`config.mk`:
```
export PLATFORM = sky130hd
export DESIGN_NAME = hilo_seq
export DESIGN_NICKNAME = d
export VERILOG_FILES = /design/src/rtl/hilo_seq.sv
export SDC_FILE = /design/constraint.sdc
export NUM_CORES = 1
export LEC_CHECK = 0
export ABC_AREA = 1
export CAP_MARGIN = 40
export CORE_AREA = 2 2 92 94
export DETAILED_ROUTE_END_ITERATION = 10
export DIE_AREA = 0 0 94 96
export DONT_BUFFER_PORTS = 1
export GPL_TIMING_DRIVEN = 1
export PLACE_DENSITY = 0.79
export SYNTH_ARGS = -nofsm -noshare
export SYNTH_HDL_FRONTEND = slang
export SYNTH_SLANG_ARGS = --single-unit
```
`constraint.sdc`:
```
create_clock -name clk -period 2.5 [get_ports clk]
set_clock_uncertainty 0.15 [all_clocks]
set_input_delay 0.375 -clock clk [delete_from_list [all_inputs] [get_ports clk]]
set_output_delay 0.375 -clock clk [all_outputs]
set_load 0.005 [all_outputs]
```
`src/rtl/hilo_seq.sv`:
```
// ============================================================================
// hilo_seq -- HI/LO register sequencer for a MIPS-style multiply/divide unit
// ----------------------------------------------------------------------------
// Purpose
//   Owns the architectural HI and LO registers. On a start request it launches
//   either the external divider or the external multiplier with a one-cycle
//   start pulse. It then waits for completion and latches the 64-bit result
//   into HI/LO. It also services mthi/mtlo writes while idle.
//
// Optional feature (compile-time macro)
//   HILO_SEQ_TIMEOUT_EN : when defined, a watchdog aborts a wait that lasts
//                         TIMEOUT_CYCLES cycles and raises timeout_exc.
//                         When undefined, the wait is unbounded and
//                         timeout_exc is tied low.
//
// Parameters
//   TIMEOUT_CYCLES : maximum number of wait cycles before the watchdog abort.
//
// Ports
//   clk          in   single clock, all state changes on the rising edge
//   reset        in   asynchronous, active-high reset
//   start_div    in   request a signed divide (sampled only in IDLE)
//   start_mult   in   request a multiply (sampled only in IDLE, lower priority)
//   divControl   out  one-cycle start pulse to the divider
//   multControl  out  one-cycle start pulse to the multiplier
//   divStop      in   divider finished
//   divZero      in   divider saw a zero divisor
//   div_hi/lo    in   divider remainder / quotient (signed, passed unmodified)
//   multStop     in   multiplier finished
//   mult_hi/lo   in   multiplier product halves
//   hi_wr/lo_wr  in   mthi / mtlo write strobes (honoured only in IDLE)
//   wr_data      in   data for mthi / mtlo
//   hi/lo        out  architectural HI / LO registers
//   busy         out  high in every state except IDLE
//   done         out  high for the single DONE cycle
//   div_zero_exc out  last divide hit a zero divisor (held until next start)
//   timeout_exc  out  last wait was aborted by the watchdog (held until next start)
// ============================================================================
module hilo_seq #(
    parameter int TIMEOUT_CYCLES = 64
) (
    input  logic        clk,
    input  logic        reset,
    input  logic        start_div,
    input  logic        start_mult,
    output logic        divControl,
    output logic        multControl,
    input  logic        divStop,
    input  logic        divZero,
    input  logic [31:0] div_hi,
    input  logic [31:0] div_lo,
    input  logic        multStop,
    input  logic [31:0] mult_hi,
    input  logic [31:0] mult_lo,
    input  logic        hi_wr,
    input  logic        lo_wr,
    input  logic [31:0] wr_data,
    output logic [31:0] hi,
    output logic [31:0] lo,
    output logic        busy,
    output logic        done,
    output logic        div_zero_exc,
    output logic        timeout_exc
);

    // ------------------------------------------------------------------------
    // State encoding
    // ------------------------------------------------------------------------
    localparam logic [1:0] ST_IDLE      = 2'd0;
    localparam logic [1:0] ST_WAIT_DIV  = 2'd1;
    localparam logic [1:0] ST_WAIT_MULT = 2'd2;
    localparam logic [1:0] ST_DONE      = 2'd3;

    // A watchdog limit below one cycle cannot be honoured; stop elaboration.
    if (TIMEOUT_CYCLES < 1) begin : g_bad_timeout
        $error("hilo_seq: TIMEOUT_CYCLES must be at least 1");
    end

    // ------------------------------------------------------------------------
    // Registers and next-state wires
    // ------------------------------------------------------------------------
    logic [1:0]  r_state;
    logic [31:0] r_hi;
    logic [31:0] r_lo;
    logic        r_div_ctrl;
    logic        r_mult_ctrl;
    logic        r_busy;
    logic        r_done;
    logic        r_div_zero_exc;

    logic [1:0]  w_state_nxt;
    logic [31:0] w_hi_nxt;
    logic [31:0] w_lo_nxt;
    logic        w_div_ctrl_nxt;
    logic        w_mult_ctrl_nxt;
    logic        w_div_zero_exc_nxt;

    // The start pulse is high exactly during the first wait cycle, so it
    // doubles as the marker that the stop/zero inputs are still stale.
    logic        w_first_wait;

`ifdef HILO_SEQ_TIMEOUT_EN
    // Counter holds the number of wait cycles already completed; it must be
    // wide enough to represent TIMEOUT_CYCLES - 1.
    localparam int             WD_W    = (TIMEOUT_CYCLES > 1) ? $clog2(TIMEOUT_CYCLES) : 1;
    localparam logic [WD_W-1:0] WD_LAST = WD_W'(TIMEOUT_CYCLES - 1);
    localparam logic [WD_W-1:0] WD_ONE  = WD_W'(1);
    localparam logic [WD_W-1:0] WD_ZERO = WD_W'(0);

    logic [WD_W-1:0] r_wd_cnt;
    logic [WD_W-1:0] w_wd_cnt_nxt;
    logic            r_timeout_exc;
    logic            w_timeout_exc_nxt;
    logic            w_wd_expired;

    // The current wait cycle is the last one allowed by the watchdog.
    assign w_wd_expired = (r_wd_cnt == WD_LAST);
`endif

    assign w_first_wait = r_div_ctrl | r_mult_ctrl;

    // ------------------------------------------------------------------------
    // Next-state, result-latch and exception logic
    // ------------------------------------------------------------------------
    // Sequencer decision: start acceptance, completion, watchdog abort.
    always_comb begin
        w_state_nxt        = r_state;
        w_hi_nxt           = r_hi;
        w_lo_nxt           = r_lo;
        w_div_ctrl_nxt     = 1'b0;
        w_mult_ctrl_nxt    = 1'b0;
        w_div_zero_exc_nxt = r_div_zero_exc;
`ifdef HILO_SEQ_TIMEOUT_EN
        w_wd_cnt_nxt       = r_wd_cnt;
        w_timeout_exc_nxt  = r_timeout_exc;
`endif

        case (r_state)
            ST_IDLE: begin
                // mthi/mtlo are only architectural moves while idle; a start
                // in the same cycle is still accepted alongside the write.
                if (hi_wr) begin
                    w_hi_nxt = wr_data;
                end else begin
                    w_hi_nxt = r_hi;
                end
                if (lo_wr) begin
                    w_lo_nxt = wr_data;
                end else begin
                    w_lo_nxt = r_lo;
                end

                // Divide wins when both requests arrive together.
                if (start_div) begin
                    w_state_nxt        = ST_WAIT_DIV;
                    w_div_ctrl_nxt     = 1'b1;
                    w_div_zero_exc_nxt = 1'b0;
`ifdef HILO_SEQ_TIMEOUT_EN
                    w_wd_cnt_nxt       = WD_ZERO;
                    w_timeout_exc_nxt  = 1'b0;
`endif
                end else if (start_mult) begin
                    w_state_nxt        = ST_WAIT_MULT;
                    w_mult_ctrl_nxt    = 1'b1;
                    w_div_zero_exc_nxt = 1'b0;
`ifdef HILO_SEQ_TIMEOUT_EN
                    w_wd_cnt_nxt       = WD_ZERO;
                    w_timeout_exc_nxt  = 1'b0;
`endif
                end else begin
                    w_state_nxt = ST_IDLE;
                end
            end

            ST_WAIT_DIV: begin
                // A zero divisor outranks a (possibly stale) divStop.
                if (!w_first_wait && divZero) begin
                    w_state_nxt        = ST_DONE;
                    w_div_zero_exc_nxt = 1'b1;
                end else if (!w_first_wait && divStop) begin
                    w_state_nxt = ST_DONE;
                    w_hi_nxt    = div_hi;
                    w_lo_nxt    = div_lo;
                end else begin
`ifdef HILO_SEQ_TIMEOUT_EN
                    // Completion was checked first, so it wins over expiry.
                    if (w_wd_expired) begin
                        w_state_nxt       = ST_DONE;
                        w_timeout_exc_nxt = 1'b1;
                    end else begin
                        w_wd_cnt_nxt = r_wd_cnt + WD_ONE;
                    end
`else
                    w_state_nxt = ST_WAIT_DIV;
`endif
                end
            end

            ST_WAIT_MULT: begin
                if (!w_first_wait && multStop) begin
                    w_state_nxt = ST_DONE;
                    w_hi_nxt    = mult_hi;
                    w_lo_nxt    = mult_lo;
                end else begin
`ifdef HILO_SEQ_TIMEOUT_EN
                    if (w_wd_expired) begin
                        w_state_nxt       = ST_DONE;
                        w_timeout_exc_nxt = 1'b1;
                    end else begin
                        w_wd_cnt_nxt = r_wd_cnt + WD_ONE;
                    end
`else
                    w_state_nxt = ST_WAIT_MULT;
`endif
                end
            end

            ST_DONE: begin
                w_state_nxt = ST_IDLE;
            end

            default: begin
                // Unreachable encodings recover to a safe idle state.
                w_state_nxt = ST_IDLE;
            end
        endcase
    end

    // ------------------------------------------------------------------------
    // State and output registers
    // ------------------------------------------------------------------------
    // Main sequencer registers; busy/done are decoded from the next state so
    // they change on the same edge as the state itself.
    always_ff @(posedge clk or posedge reset) begin
        if (reset) begin
            r_state        <= ST_IDLE;
            r_hi           <= 32'h0000_0000;
            r_lo           <= 32'h0000_0000;
            r_div_ctrl     <= 1'b0;
            r_mult_ctrl    <= 1'b0;
            r_busy         <= 1'b0;
            r_done         <= 1'b0;
            r_div_zero_exc <= 1'b0;
        end else begin
            r_state        <= w_state_nxt;
            r_hi           <= w_hi_nxt;
            r_lo           <= w_lo_nxt;
            r_div_ctrl     <= w_div_ctrl_nxt;
            r_mult_ctrl    <= w_mult_ctrl_nxt;
            r_busy         <= (w_state_nxt != ST_IDLE);
            r_done         <= (w_state_nxt == ST_DONE);
            r_div_zero_exc <= w_div_zero_exc_nxt;
        end
    end

`ifdef HILO_SEQ_TIMEOUT_EN
    // Watchdog counter and its sticky exception flag.
    always_ff @(posedge clk or posedge reset) begin
        if (reset) begin
            r_wd_cnt      <= WD_ZERO;
            r_timeout_exc <= 1'b0;
        end else begin
            r_wd_cnt      <= w_wd_cnt_nxt;
            r_timeout_exc <= w_timeout_exc_nxt;
        end
    end

    assign timeout_exc = r_timeout_exc;
`else
    assign timeout_exc = 1'b0;
`endif

    assign hi           = r_hi;
    assign lo           = r_lo;
    assign divControl   = r_div_ctrl;
    assign multControl  = r_mult_ctrl;
    assign busy         = r_busy;
    assign done         = r_done;
    assign div_zero_exc = r_div_zero_exc;

endmodule

```
==> impl_metrics.json, run 1 <==
{
  "status": "finished, final reports clean",
  "die-area_sq_um": 9020,
  "hp-class": "in -> reg",
  "ys_warn_count": 0,
  "grt_pass1_wl_um": 19800,
  "cts_made_buffers": 9,
  "gp_congestion": 0.827,
  "cts_sinks": 71,
  "muxShareOfSynthArea": 0,
  "coreArea_sq_um": 8050,
  "synthAdderAreaFrac": 0.0106,
  "met2_usage": 0.466,
  "fin_crit_ns": 2.08,
  "finalSetupViolations": 0,
  "areaGrowthSynthToFinish_pct": 0.635,
  "cts_tree": "yes",
  "fp.dieW_um": 94,
  "final_common_cell": "nand2_1",
  "root_buffer": "clkbuf_8",
  "period_share": 0.834,
  "top_level_ports": 239,
  "hold_violations": 0,
  "p_leak_nw": 2.81,
  "synth.top_cell.area_share": 0.384,
  "wl_per_cell_um": 16.0,
  "min-delay-start": "divZero",
  "dp_hpwl_um": 9360,
  "worstRegToRegCells": 8,
  "clk_pin_slew_worst_paths_ns": 0.07,
  "grtUsageMet3": 0.0728,
  "fin_tns_setup_ns": 0,
  "ir_drop_uv": 865,
  "clock_latency_ns": 0.33,
  "synth-compound-area-share": 0.00926,
  "syn-cell-area_sq_um": 4730,
  "path_class": "reg -> reg",
  "synth_xor_area_frac": 0,
  "grt_max_degree": 52,
  "rsz0062_at_grt": "false",
  "maxSlewHeadroom": 0.628,
  "crit_required_ns": 2.57,
  "die_h_um": 96,
  "max_freq_ghz": 0.480,
  "avgSynthCellArea_sq_um": 6.64,
  "drcViolationCount": 0,
  "mostFrequentLayoutCells": "nand2_1 (483), dfrtp_1 (71), nand4_1 (64)",
  "synthTopCellsByArea": "nand2_1 (38%), dfrtp_1 (38%), nand4_1 (8.5%)",
  "yosysTopAreaCell": "nand2_1",
  "hold_path_end": "div_zero_exc",
  "whs_ns": 0.0438,
  "use_met1": 0.348,
  "rrSetupSlack_ns": 0.42,
  "power_density_nw_per_um2": 1550,
  "drive_gt1_frac": 0.0664,
  "viasPerCell": 5.62,
  "worstReg2RegStart": "multControl",
  "dr.pass1.iters": 4,
  "synth-seq-cells": 71,
  "ys_types": 24,
  "start_util": 0.587,
  "final_nets": 861,
  "clock_path_buffers": 2,
  "ys_seq_area_frac": 0.376,
  "grt_pass1_vias": 3995,
  "r2r_end": "lo[14]",
  "drv_cap": 0,
  "finalMaxSlewViolations": 0,
  "drt_iter0_drc": 212,
  "grt_usage": 0.279,
  "htreeDepth": 3,
  "grt-ovfl-total": 0,
  "antenna_found_initial": 0,
  "critPathCaptureType": "flop",
  "crit_start": "multControl",
  "diodes": 0,
  "arrival_ns": 2.16,
  "wl_um": 12800,
  "busiest_layer": "met2",
  "synth_simple_gate_area_share": 0.490,
  "crit_fanout": 43,
  "syn_inst": 712,
  "port_buffers": 0,
  "synth_top_family_by_area": "simple AND/OR/NAND/NOR gates",
  "syn_nets": 885,
  "worst_pin_slew_ns": 0.557,
  "rows": 33,
  "crit_path_start_kind": "flop",
  "postRouteAntennaNets": 0,
  "vias": 4486,
  "post_cts_buffers": 0,
  "hold_path_depth": 2
}
==> sequential cells by signal, summed over array words and instances (netlist names) <==
name          flops
lo               32
hi               32
multControl       1
divControl        1
busy              1
r_state           2
done              1
div_zero_exc      1
==> cell type report <==
cell class	instances	area [sq um]
Clock buffer	11	141
Clock inverter	5	81.3
Fill cell	796	3290
Inverter	12	45.0
Multi-Input combinational cell	575	2420
Sequential cell	71	1780
Tap cell	105	131
Timing Repair Buffer	19	160
==> power by group <==
part	total [mW]	switching (mW)	internal, mW	leakage [nW]
clock	1.03	0.440	0.590	0.110
sequential	2.14	0.450	1.69	0.903
combinational	4.21	2.89	1.32	1.80
total	7.37	3.78	3.59	2.81
==> cells in the mapped netlist <==
cell        n
buf_12      7
nand2_2     3
buf_2      16
dfrtp_1    71
nand4_1    64
nand3_1     5
or2_0       1
inv_2       1
buf_4       4
clkbuf_1    8
buf_6      19
conb_1      1
inv_1      11
nand3_2     2
o21ai_0     1
a211oi_1    1
nor2_2      1
ha_1        4
or2_2       1
nor2_1      2
nand3b_1    1
nand2_1   484
a21oi_1     3
a21oi_4     1
==> what timing repair did <==
item	4_1_cts	5_1_grt
endpoints found under the hold margin	25	0
hold buffers	2	0
gates resized for setup	0	0
==> layer usage <==
layer / vias up / wire length [um]
met5: - / 0
met4: 0 / 330
met3: 27 / 1130
met2: 188 / 6230
met1: 2088 / 5100
li1: 2183 / -
==> critical path, cell delays in order, from the launching register on <==
cell	delay [ns]
dfrtp_1	0.40
nor2_2	0.22
nand3b_1	0.13
nand2_2	0.10
buf_4	0.40
nand3_2	0.11
buf_4	0.27
nand2_1	0.12
nand2_1	0.06
==> worst max-delay path by stage <==
stage                  end  slack (ns)  cells past startpoint
detailed placement  lo[14]        0.46                      8
global placement    lo[10]        0.53                      8
CTS                 lo[14]        0.44                      8
floorplan             busy        0.18                      1
global route         lo[1]        0.25                      8
finish              lo[14]        0.42                      8
==> logic make-up (layout without fill, tap and decap cells) <==
group | count (synthesis) | count (layout)
other | 1 | 1
DFF | 71 | 71
and+or+nand+nor | 564 | 564
buffers and inverters | 66 | 47
adders and majority gates | 4 | 4
AOI/OAI and AO/OA | 6 | 6
==> through the flow <==
step | area, sq um | power [mW] | std cells | setup WS (ns) | util
2_1_floorplan | 4730 | 5.85 | 712 | 0.178 | -
3_3_place_gp | 4520 | 6.19 | 780 | 0.528 | 0.561
3_5_place_dp | 4520 | 6.33 | 780 | 0.462 | 0.561
4_1_cts | 4760 | 7.38 | 798 | 0.440 | 0.591
5_1_grt | 4760 | 8.11 | 798 | 0.252 | 0.591
6_report | 4760 | 7.37 | 798 | 0.416 | 0.591
No activity file was read; power rests on OpenSTA's default activity.
==> run 2: changes to the inputs <==
==> constraint.sdc (replaced) <==
create_clock -name clk -period 2.1 [get_ports clk]
set_clock_uncertainty 0.15 [all_clocks]
set_input_delay 0.315 -clock clk [delete_from_list [all_inputs] [get_ports clk]]
set_output_delay 0.315 -clock clk [all_outputs]
set_load 0.005 [all_outputs]
==> run 2 against run 1 <==
Against the previous run:
- die area unchanged
- first-iteration DRC count grew 0.94%
- via count decreased by 0.31%
- non-clock buffer count grew 6
- final area increased by 1.9%
- utilization rose by 1.1 points
- maximum frequency increased by 6.4%
- global-route usage up 1.2 points
- hold slack gained 0.055 ns
- count of clock-buffer cells in the layout decreased by 1
- largest power group unchanged
- highest routed layer unchanged
==> impl_metrics.json, run 2 (same netlist as run 1, synthesis figures left out) <==
{
  "cts_sinks": 71,
  "min-delay-start": "start_div",
  "dr.pass1.iters": 5,
  "port_buffers": 0,
  "fin_tns_setup_ns": 0,
  "hold_violations": 0,
  "hold_path_depth": 3,
  "wl_per_cell_um": 16.4,
  "clock_path_buffers": 2,
  "status": "finished, final reports clean",
  "arrival_ns": 2.07,
  "hp-class": "in -> reg",
  "hold_path_end": "multControl",
  "start_util": 0.587,
  "p_leak_nw": 2.85,
  "ir_drop_uv": 1180,
  "ff_latch_area_sq_um": 1780,
  "rows": 33,
  "top_layer": "met4",
  "crit_family": "simple AND/OR/NAND/NOR gates",
  "period_share": 0.933,
  "worst_pin_slew_ns": 0.626,
  "p_total_mw": 9.01,
  "power_density_nw_per_um2": 1860,
  "grt_max_degree": 43,
  "grt_pass1_wl_um": 20500,
  "worstReg2RegStart": "multControl",
  "crit_required_ns": 2.21,
  "top_level_ports": 239,
  "wl_met2_um": 6600,
  "mostFrequentLayoutCells": "nand2_1 (483), dfrtp_1 (71), nand4_1 (64)",
  "path_class": "reg -> reg",
  "drcViolationCount": 0,
  "worstRegToRegCells": 6,
  "fillCellCount": 777,
  "wl_um": 13200,
  "die_h_um": 96,
  "gp_congestion": 0.867,
  "drive_gt1_frac": 0.0730,
  "finalSetupViolations": 0,
  "multi_input_area_sq_um": 2420,
  "finalMaxSlewViolations": 0,
  "wl_met1_um": 5190,
  "grt-ovfl-total": 0,
  "cp_slowest_cell": "buf_4",
  "post_cts_buffers": 0,
  "postRouteAntennaNets": 0,
  "critPathCaptureType": "flop",
  "diodes": 0,
  "rrSetupSlack_ns": 0.14,
  "crit_buf_inv": 1,
  "crit_fanout": 42,
  "worst_path_largest_cell_delay_ns": 0.44,
  "areaGrowthSynthToFinish_pct": 2.51,
  "r2r_end": "lo[17]",
  "cts_tree": "yes",
  "maxSlewHeadroom": 0.582,
  "root_buffer": "clkbuf_8",
  "htreeDepth": 3,
  "grt_usage": 0.291,
  "rsz0062_at_grt": "false",
  "clock_latency_ns": 0.34,
  "vias": 4472,
  "max_freq_ghz": 0.510,
  "drt_iter0_drc": 214,
  "fp.dieW_um": 94,
  "dr_wl_met3_um": 1160,
  "fin_crit_ns": 1.96,
  "dp_hpwl_um": 9740,
  "crit_path_start_kind": "flop",
  "drv_cap": 0,
  "clk_pin_slew_worst_paths_ns": 0.08,
  "final_common_cell": "nand2_1",
  "grt_pass1_vias": 4182,
  "cts_made_buffers": 9,
  "crit_chain": "nor2_2 > nand3b_1 > nand2_2 > buf_4 > nand4_1 > nand2_1",
  "coreArea_sq_um": 8050,
  "viasPerCell": 5.56,
  "final_nets": 867,
  "antenna_found_initial": 0,
  "die-area_sq_um": 9020
}
==> run 2: repair_timing <==
item,4_1_cts,5_1_grt
gates resized for setup,0,0
hold endpoints to repair,26,0
hold buffers,4,0
==> run 2: worst max-delay path by stage <==
stage | startpoint | end | slack [ns] | depth (start not counted)
after global placement | multControl | lo[9] | 0.28 | 6
after detailed placement | multControl | lo[21] | 0.19 | 7
after floorplan | r_state[0] | hi[17] | 0.40 | 8
after global routing | multControl | lo[17] | 0.05 | 7
after CTS | multControl | lo[21] | 0.18 | 7
final | multControl | lo[17] | 0.14 | 6
==> run 2: routing by layer <==
layer / up-vias / track usage
li1: 2193 / -
met1: 2050 / 0.359
met2: 210 / 0.483
met3: 19 / 0.0822
met4: 0 / 0.124
met5: - / 0
==> run 2: layout make-up <==
cell class,count,share of cell area
Clock buffer,10,0.0284
Timing Repair Buffer,25,0.0459
Tap cell,105,0.0271
Multi-Input combinational cell,575,0.500
Clock inverter,6,0.0222
Sequential cell,71,0.367
Inverter,12,0.0101
==> run 2: through the flow <==
stage          setup slack, ns  cells  hold WS [ns]  utilization  area [sq um]
6_report                 0.140    804        0.0990        0.602          4850
5_1_grt                 0.0483    804         0.104        0.602          4850
4_1_cts                  0.181    804        0.0829        0.602          4850
3_5_place_dp             0.194    784         0.138        0.567          4560
3_3_place_gp             0.279    784         0.124        0.567          4560
2_1_floorplan            0.398    712         0.265            -          4730
==> run 2: worst min-delay path, cell delays in order <==
cell,delay [ns]
nor2_1,0.06
nand2_1,0.13
inv_1,0.05
==> run 2: where the power goes <==
part	internal [mW]	switching [mW]
logic	1.66	3.48
registers	2.01	0.538
clock network	0.818	0.513
total	4.48	4.53
